[config.mk]
export PLATFORM = sky130hd
export DESIGN_NAME = fir_out_requant_flat
export DESIGN_NICKNAME = d
export VERILOG_FILES = /design/src/rtl/fir_pkg.sv /design/src/rtl/fir_out_requant_if.sv /design/src/rtl/sync_fifo.sv /design/src/rtl/fir_out_requant.sv /design/src/flat_wrapper.sv
export SDC_FILE = /design/constraint.sdc
export NUM_CORES = 1
export LEC_CHECK = 0
export CORE_UTILIZATION = 55
export CTS_CLUSTER_SIZE = 8
export DETAILED_ROUTE_END_ITERATION = 6
export GPL_ROUTABILITY_DRIVEN = 0
export GPL_TIMING_DRIVEN = 0
export PLACE_DENSITY = 0.84
export SYNTH_ARGS = -nofsm -noshare
export SYNTH_HDL_FRONTEND = slang
export SYNTH_SLANG_ARGS = --single-unit
[constraint.sdc]
create_clock -name clk -period 2.39 [get_ports clk]
set_input_delay 0.3585 -clock clk [delete_from_list [all_inputs] [get_ports clk]]
set_output_delay 0.3585 -clock clk [all_outputs]
set_load 0.05 [all_outputs]
[src/rtl/fir_pkg.sv]
// Shared types and constants for the 17-tap FIR datapath and its output stage.
package fir_pkg;

  localparam int unsigned SAMPLE_W = 16;
  localparam int unsigned ACC_W    = 33;

  typedef logic signed [SAMPLE_W-1:0] sample_t;
  typedef logic signed [ACC_W-1:0]    acc_t;

  localparam sample_t SAMPLE_MAX = 16'sh7FFF;
  localparam sample_t SAMPLE_MIN = 16'sh8000;

endpackage

[src/rtl/fir_out_requant_if.sv]
// Valid/ready sample stream leaving the requantiser towards downstream consumers.
interface fir_out_requant_if;
  import fir_pkg::*;

  sample_t out_data;
  logic    out_valid;
  logic    out_ready;

  modport master (output out_data, output out_valid, input  out_ready);
  modport slave  (input  out_data, input  out_valid, output out_ready);

endinterface

[src/rtl/sync_fifo.sv]
// Synchronous first-word-fall-through FIFO; the head holds its last popped value while empty.
module sync_fifo #(
  parameter int unsigned WIDTH = 16,
  parameter int unsigned DEPTH = 4
) (
  input  logic             clk,
  input  logic             rst_n,
  input  logic             i_push,
  input  logic [WIDTH-1:0] i_data,
  input  logic             i_pop,
  output logic [WIDTH-1:0] o_head,
  output logic             o_full,
  output logic             o_empty
);

  localparam int unsigned AW = $clog2(DEPTH);

  logic [AW:0]      r_wr_ptr;
  logic [AW:0]      r_rd_ptr;
  logic [WIDTH-1:0] r_mem [DEPTH];
  logic [WIDTH-1:0] r_last;
  logic             w_rd;
  logic             w_wr;

  assign o_empty = (r_wr_ptr == r_rd_ptr);
  assign o_full  = (r_wr_ptr[AW] != r_rd_ptr[AW]) &&
                   (r_wr_ptr[AW-1:0] == r_rd_ptr[AW-1:0]);
  assign w_rd    = i_pop & ~o_empty;
  // A full FIFO still takes a write when the head leaves in the same cycle.
  assign w_wr    = i_push & (~o_full | w_rd);

  // Memory is never read while empty, so r_last keeps the output stable and zero after reset.
  assign o_head  = o_empty ? r_last : r_mem[r_rd_ptr[AW-1:0]];

  always_ff @(posedge clk) begin
    if (w_wr) begin
      r_mem[r_wr_ptr[AW-1:0]] <= i_data;
    end
  end

  always_ff @(posedge clk or negedge rst_n) begin
    if (!rst_n) begin
      r_wr_ptr <= '0;
      r_rd_ptr <= '0;
      r_last   <= '0;
    end else begin
      if (w_wr) begin
        r_wr_ptr <= r_wr_ptr + (AW+1)'(1);
      end
      if (w_rd) begin
        r_rd_ptr <= r_rd_ptr + (AW+1)'(1);
        r_last   <= r_mem[r_rd_ptr[AW-1:0]];
      end
    end
  end

endmodule

[src/rtl/fir_out_requant.sv]
// Rounds/saturates the FIR accumulator to a 16-bit sample and buffers it behind valid/ready,
// tracking saturation and samples dropped while the consumer stalls.
module fir_out_requant
  import fir_pkg::*;
#(
  parameter int unsigned SHIFT = 16,
  parameter int unsigned DEPTH = 4
) (
  input  logic                   clk,
  input  logic                   rst_n,
  input  acc_t                   in_data,
  input  logic                   in_valid,
  input  logic                   sat_clr,
  output logic                   sat_flag,
  output logic [15:0]            drop_cnt,
  fir_out_requant_if.master      m_out
);

  localparam int unsigned EXT_W = ACC_W + 1;
  localparam logic signed [EXT_W-1:0] ROUND_BIAS = EXT_W'(1) << (SHIFT - 1);
  localparam logic signed [EXT_W-1:0] SAT_HI =
    {{(EXT_W-SAMPLE_W){SAMPLE_MAX[SAMPLE_W-1]}}, SAMPLE_MAX};
  localparam logic signed [EXT_W-1:0] SAT_LO =
    {{(EXT_W-SAMPLE_W){SAMPLE_MIN[SAMPLE_W-1]}}, SAMPLE_MIN};

  logic signed [EXT_W-1:0] w_ext;
  logic signed [EXT_W-1:0] w_rnd;
  logic signed [EXT_W-1:0] w_shr;
  sample_t                 w_clamped;
  logic                    w_sat;

  logic    r_st_valid;
  sample_t r_st_data;
  logic    r_st_sat;

  sample_t     w_head;
  logic        w_full;
  logic        w_empty;
  logic        w_pop;
  logic        w_drop;
  logic        w_write;
  logic        r_sat_flag;
  logic [15:0] r_drop_cnt;

  // Round half up: bias by half an LSB of the result, then arithmetic shift.
  always_comb begin
    w_ext     = {in_data[ACC_W-1], in_data};
    w_rnd     = w_ext + ROUND_BIAS;
    w_shr     = w_rnd >>> SHIFT;
    w_sat     = 1'b0;
    w_clamped = w_shr[SAMPLE_W-1:0];
    if (w_shr > SAT_HI) begin
      w_sat     = 1'b1;
      w_clamped = SAMPLE_MAX;
    end else if (w_shr < SAT_LO) begin
      w_sat     = 1'b1;
      w_clamped = SAMPLE_MIN;
    end
  end

  always_ff @(posedge clk or negedge rst_n) begin
    if (!rst_n) begin
      r_st_valid <= 1'b0;
      r_st_data  <= '0;
      r_st_sat   <= 1'b0;
    end else begin
      r_st_valid <= in_valid;
      if (in_valid) begin
        r_st_data <= w_clamped;
        r_st_sat  <= w_sat;
      end
    end
  end

  sync_fifo #(
    .WIDTH (SAMPLE_W),
    .DEPTH (DEPTH)
  ) u_fifo (
    .clk     (clk),
    .rst_n   (rst_n),
    .i_push  (r_st_valid),
    .i_data  (r_st_data),
    .i_pop   (w_pop),
    .o_head  (w_head),
    .o_full  (w_full),
    .o_empty (w_empty)
  );

  assign m_out.out_valid = ~w_empty;
  assign m_out.out_data  = w_head;
  assign w_pop           = ~w_empty & m_out.out_ready;
  assign w_drop          = r_st_valid & w_full & ~w_pop;
  assign w_write         = r_st_valid & ~w_drop;

  always_ff @(posedge clk or negedge rst_n) begin
    if (!rst_n) begin
      r_drop_cnt <= '0;
      r_sat_flag <= 1'b0;
    end else begin
      if (w_drop && (r_drop_cnt != '1)) begin
        r_drop_cnt <= r_drop_cnt + 16'd1;
      end
      if (w_write && r_st_sat) begin
        r_sat_flag <= 1'b1;
      end else if (sat_clr) begin
        r_sat_flag <= 1'b0;
      end
    end
  end

  assign sat_flag = r_sat_flag;
  assign drop_cnt = r_drop_cnt;

endmodule

[src/flat_wrapper.sv]
// flat-port wrapper written by rule: the top's interface ports become plain ports
module fir_out_requant_flat import fir_pkg::*;
#(
  parameter int unsigned SHIFT = 16,
  parameter int unsigned DEPTH = 4
)
  (clk, rst_n, in_data, in_valid, sat_clr, sat_flag, drop_cnt, m_out_out_data, m_out_out_valid, m_out_out_ready);
  fir_out_requant_if m_out_i ();
  input  logic clk;
  input  logic rst_n;
  input  acc_t in_data;
  input  logic in_valid;
  input  logic sat_clr;
  output logic sat_flag;
  output logic [15:0] drop_cnt;
  output wire logic [$bits(m_out_i.out_data)-1:0] m_out_out_data;
  output wire logic [$bits(m_out_i.out_valid)-1:0] m_out_out_valid;
  input wire logic [$bits(m_out_i.out_ready)-1:0] m_out_out_ready;
  assign m_out_out_data = m_out_i.out_data;
  assign m_out_out_valid = m_out_i.out_valid;
  assign m_out_i.out_ready = m_out_out_ready;
  fir_out_requant #(.SHIFT(SHIFT), .DEPTH(DEPTH)) u_core (.clk(clk), .rst_n(rst_n), .in_data(in_data), .in_valid(in_valid), .sat_clr(sat_clr), .sat_flag(sat_flag), .drop_cnt(drop_cnt), .m_out(m_out_i));
endmodule
## Word-level counts from Yosys, hierarchy flattened

Memories as Yosys holds them, arrays and structs flattened.
Cells that the tools add are included.

| word-level totals | value |
|---|---|
| bits in registers | 57 |
| bits in writable memories | 64 |
| logic and storage cells | 43 |
| memories | 1 |
| input port bits | 38 |

| operators by class | value |
|---|---|
| bitwise logic cells | 11 |
| mux-type cells | 9 |
| equal/unequal tests | 4 |
| magnitude comparators | 2 |
| $add $sub $neg | 4 |
| reductions and logical operators | 4 |

Memory list:

| memory | words | bits a word | read ports | clocked after Yosys merged registers in | wr ports | line | source |
|---|---|---|---|---|---|---|---|
| u_core.u_fifo.r_mem | 4 | 16 | 1 | 0 | 1 | sync_fifo.sv:20 | `logic [WIDTH-1:0] r_mem [DEPTH];` |

Operator list:

| operator | count |
|---|---|
| 16-bit 2-to-1 mux | 3 |
| 33-bit by 17-bit adder with 34-bit output (second input constant) | 1 |
| 18-bit by 16-bit > comparator with 1-bit output (second input constant) | 1 |
| 18-bit by 16-bit < comparator with 1-bit output (second input constant) | 1 |
| 16-bit by 1-bit adder with 16-bit output (second input constant) | 1 |
| 16-bit inequality test (second input constant) | 1 |
| 3-bit by 1-bit adder with 3-bit output (second input constant) | 2 |
| 1-bit AND | 6 |
| 1-bit 2-to-1 mux | 6 |
| 1-bit NOT | 4 |
| 3-bit == test | 1 |
| 1-bit logical AND | 3 |
| 2-bit == test | 1 |
| 2-bit nonzero test | 1 |
| 1-bit inequality test | 1 |
| 1-bit bitwise OR | 1 |

## Depth between registers and ports, before layout

Gate-level depths: netlist (run 1).

| logic depth | value |
|---|---|
| depth in word-level cells | 9 |
| depth in mapped cells | 8 |
| mapped depth without buffers | 6 |

## By module

A second synthesis (run 1) with hierarchy kept.

| second synthesis, totals | value |
|---|---|
| cells, all modules | 372 |
| area, all modules | 5,527.8 um^2 |

By module, submodules not included:

| module | times used | area an instance (um^2) | cells each | sequential area each (um^2) |
|---|---|---|---|---|
| sync_fifo | 1 | 3,659.8 | 181 | 2,472.4 |
| fir_out_requant | 1 | 1,868.0 | 191 | 875.8 |

## Worst setup path after synthesis (run 1)

OpenSTA, ideal clock, no wires.

| timing path | value |
|---|---|
| path type | flip-flop to output port |
| start point | reg u_core.u_fifo.r_rd_ptr[0] |
| end point | out m_out_out_data[10] |
| cell stages (with the launch flop) | 7 |
| buffers on the path | 3 |
| data arrival time | 1.825 ns |
| slack | 0.207 ns |
| cells stage by stage | dfrtp_1 -> buf_4 -> xnor2_1 -> nand3b_1 -> buf_2 -> buf_2 -> mux2_2 |

| on the way | value |
|---|---|
| cells in the longest elaborated chain, start to end | 2 |
| elaborated cells on any way between the ends | 3 |
| classes of those cells | eq/ne: 1; mux: 1; memory: 1 |

RTL lines:

| what | line | source |
|---|---|---|
| from (decl) | sync_fifo.sv:19 | `logic [AW:0] r_rd_ptr;` |
| from (signal assigned) | sync_fifo.sv:51 | `r_rd_ptr <= r_rd_ptr + (AW+1)'(1);` |
| memory 4 x 16 bit or 3-bit == test (tied branches) | n/a |  |
| 16-bit 2-to-1 mux * | sync_fifo.sv:33 | `assign o_head = o_empty ? r_last : r_mem[r_rd_ptr[AW-1:0]];` |
| to (decl) | flat_wrapper.sv:16 | `output wire logic [$bits(m_out_i.out_data)-1:0] m_out_out_data;` |

Every way passes the cells marked *; elsewhere a longest branch is shown, timed or not.

## Worst setup path in the final report (run 1)

| timing path | value |
|---|---|
| start point | reg u_core.u_fifo.r_rd_ptr[1] |
| end point | out m_out_out_data[9] |

The elaborated chain is that of the path after synthesis.

==> run metrics, run 1 <==
Routed WL=12450 um; Via density=5.858; post-synth top area cell=edfxtp_1; # IOs=72; 1st-iter DRT viols=235; commonest non-fill, non-tap cell in the layout=edfxtp_1; Syn Area/Cell=15.28 um2; First-pass DRT Iterations=5; f_max=387.5 MHz; Synth cell types=41; Setup CP Type=reg -> out; final setup vio count=16; crit start category=flip-flop; Leak=0.002783 uW; H-tree levels=4; Critical Path AT=2220 ps; Slew Limit Fails=0; actual slew at the worst max-slew pin=503.4 ps; syn nets=398; post-synthesis async set-or-reset flop share=47.11%; DRC Markers=0; PD cells=1499 nW/um2; YS warnings=0; RSZ-0062 raised after global routing=yes; Final nets=493; dominant cells by area after synthesis=edfxtp_1 36%, dfrtp_1 26%, mux2_2 7.5%; HPWL after DPL=6582 um; Clk Latency, worst-skew pair=520 ps; DP Area=6132 um2; DRT antenna net count=0; post-route minimum period=2581 ps; largest net degree at the start of global routing=39; Final Cycle Share=108.0%; Max VDD drop=1.015 mV; internal power=6909 uW; CTS sink cnt=121; initial cell density of the core=57.57%; via count=3456; Clk pwr share=25.5%; sequential area share after synthesis=62.06%; cells along the critical path=buf_8 -> xnor2_4 -> nand3b_1 -> buf_6 -> clkbuf_16 -> mux2_4 -> buf_8; n_diodes=0; status=complete, but fails checks; Die Ht=101.0 um; Die Width=101.0 um; number of global-route vias before repair=3566; Layout Skew=21.06 ps; Syn-to-layout area delta=32.70%; final non-filler cell total=590; first-pass GRT wire length=19220 um; Setup crit end kind=primary output; Top cell by count, worst path=buf_8; Die ar.=10210 um2; final instance area=7159 um2; Layout Utilization=76.40%; Clock Tree Buf Depth=2; GR Overflow Total=0; part of the power in combinational logic=45.6%; Mapped Cells=353; Flop pwr share=28.8%; sw frac=35.61%; most frequent cells in the layout=64 x edfxtp_1, 56 x dfrtp_1, 38 x clkdlybuf4s50_1; Site Rows=35; Final Power=10730 uW; crit path max fanout=8; final hold violation count=0; Slew HR=66.33%; FF+latch count, synth=121; share of the synthesized area in the top cell type=35.62%; fill count=545; CP max stage delay=430 ps; initial antenna violation count=0; crit path max-delay cell type=dfrtp_1; EDFF count, synth=64; Max Cap Violations=0; Synth Flop Type=edfxtp_1; Core Area=9371 um2; CTS tree=done; failing checks=negative setup slack; total track usage=26.13%; cts bufs inserted=17; Mapped Area=5395 um2; DP Cell Count=539; worst min path class=in -> async; Hold WS=326.5 ps; Worst-path clk slew=60 ps; Root Buffer=clkbuf_8; routed len/inst=21.11 um; critical path data required time=2030 ps; Net Sw Power=3821 uW; share of cells above drive strength 1=31.45%; Port Buf Inserts=56; Setup WS post-layout=-190.7 ps
[registers in the layout, indices dropped and copies added, names as in the netlist]
signal and flops:
u_core.u_fifo.r_rd_ptr 3, u_core.r_st_valid 1, u_core.u_fifo.r_mem 64, u_core.sat_flag 1
u_core.u_fifo.r_wr_ptr 3, u_core.u_fifo.r_last 16, u_core.r_st_data 16, u_core.r_st_sat 1
u_core.drop_cnt 16
[repair_timing]
item,CTS,global route
setup buffers,6,9
setup endpoints to repair,82,90
pin swaps,0,3
endpoints found under the hold margin,19,0
gates cloned,2,2
resized for setup,152,15
hold buffers,1,0
[layer usage]
layer / global-route usage, % / vias up / wire length, um
li1: - / 1549 / -
met1: 33.90 / 1762 / 5154
met2: 43.33 / 125 / 6522
met3: 5.062 / 20 / 546
met4: 10.81 / 0 / 230
met5: 0 / - / 0
[Yosys cell counts, types with 2 or more instances]
cell,count
edfxtp_1,64
dfrtp_1,57
mux2_2,36
xnor2_1,27
mux4_2,16
o22a_1,16
a21oi_1,13
nand4_1,12
nand2_1,11
nand3_1,10
and3_1,8
and2_1,7
buf_2,7
ha_1,7
inv_1,7
o21ai_0,6
and4_1,5
nor2_1,4
xor2_1,4
a22oi_1,3
clkbuf_1,3
nor3_1,3
nor4_1,3
or3_1,3
a21boi_0,2
buf_4,2
buf_6,2
nor2b_1,2
[cells by family (layout without fill, tap and decap cells)]
group / after synthesis / in the layout / share of synthesized area (%)
adder cells (fa/ha/maj): 7 / 7 / 1.623
XOR/XNOR: 31 / 31 / 5.032
buffers and inverters: 22 / 130 / 2.226
AND/OR/NAND/NOR: 76 / 76 / 8.905
flip-flops: 121 / 121 / 62.06
AO/OA/AOI/OAI: 43 / 43 / 5.682
multiplexers: 53 / 53 / 14.47
[path summary, 6_finish.rpt]
kind | startpoint | slack [ps] | to | depth (start not counted)
min reg2reg | u_core.drop_cnt[8] | 500 | u_core.drop_cnt[8] | 1
max in group asynchronous | rst_n | 1490 | u_core.u_fifo.r_rd_ptr[0] | 3
max reg2reg | u_core.u_fifo.r_rd_ptr[1] | 90 | u_core.u_fifo.r_last[10] | 7
min | rst_n | 330 | u_core.r_st_data[3] | 2
max | u_core.u_fifo.r_rd_ptr[1] | -190 | m_out_out_data[9] | 7
min in group clk | in_valid | 340 | u_core.r_st_valid | 1
[worst max-delay path, delay by kind of cell, from the launching register on]
kind,cells,cell delay (ps)
xor gates and xnor gates,1,170
DFF,1,430
muxes,1,300
and+or+nand+nor,1,150
buffers and inverters,4,650
[power by group through the flow]
stage | Combinational [uW] | Sequential [uW] | Clock (uW)
floorplan | 2650 | 3050 | 0
global placement | 3680 | 2990 | 0
detailed placement | 3770 | 3030 | 0
CTS | 4520 | 3060 | 2730
global route | 5130 | 3120 | 2840
finish | 4900 | 3090 | 2740
[stage by stage]
stage	setup slack, ps	TNS, ps
after floorplan	206.9	0
after global placement	-746.8	-69830
after detailed placement	-524.2	-30790
after CTS	-194.5	-2640
after global routing	-254.9	-3568
final	-190.7	-2674
[layout make-up]
cell class | count | area [um2] | area share [%]
clock buffer | 19 | 431.7 | 6.029
clock inverter | 13 | 200.2 | 2.796
buffer | 15 | 151.4 | 2.115
multi-input combinational | 210 | 2019 | 28.21
tap | 129 | 161.4 | 2.254
inverter | 7 | 26.28 | 0.3670
timing repair buffer | 76 | 819.5 | 11.45
sequential | 121 | 3349 | 46.78
(Power assumes the default switching activity.)
==> run 2, diff against run 1 <==
--- a/config.mk
+++ b/config.mk
@@ -11,6 +11,7 @@
 export GPL_ROUTABILITY_DRIVEN = 0
 export GPL_TIMING_DRIVEN = 0
 export PLACE_DENSITY = 0.84
+export SLEW_MARGIN = 5
 export SYNTH_ARGS = -nofsm -noshare
 export SYNTH_HDL_FRONTEND = slang
 export SYNTH_SLANG_ARGS = --single-unit
==> results of run 2 <==
Final layout, timing and power as in run 1 (identical DEF).
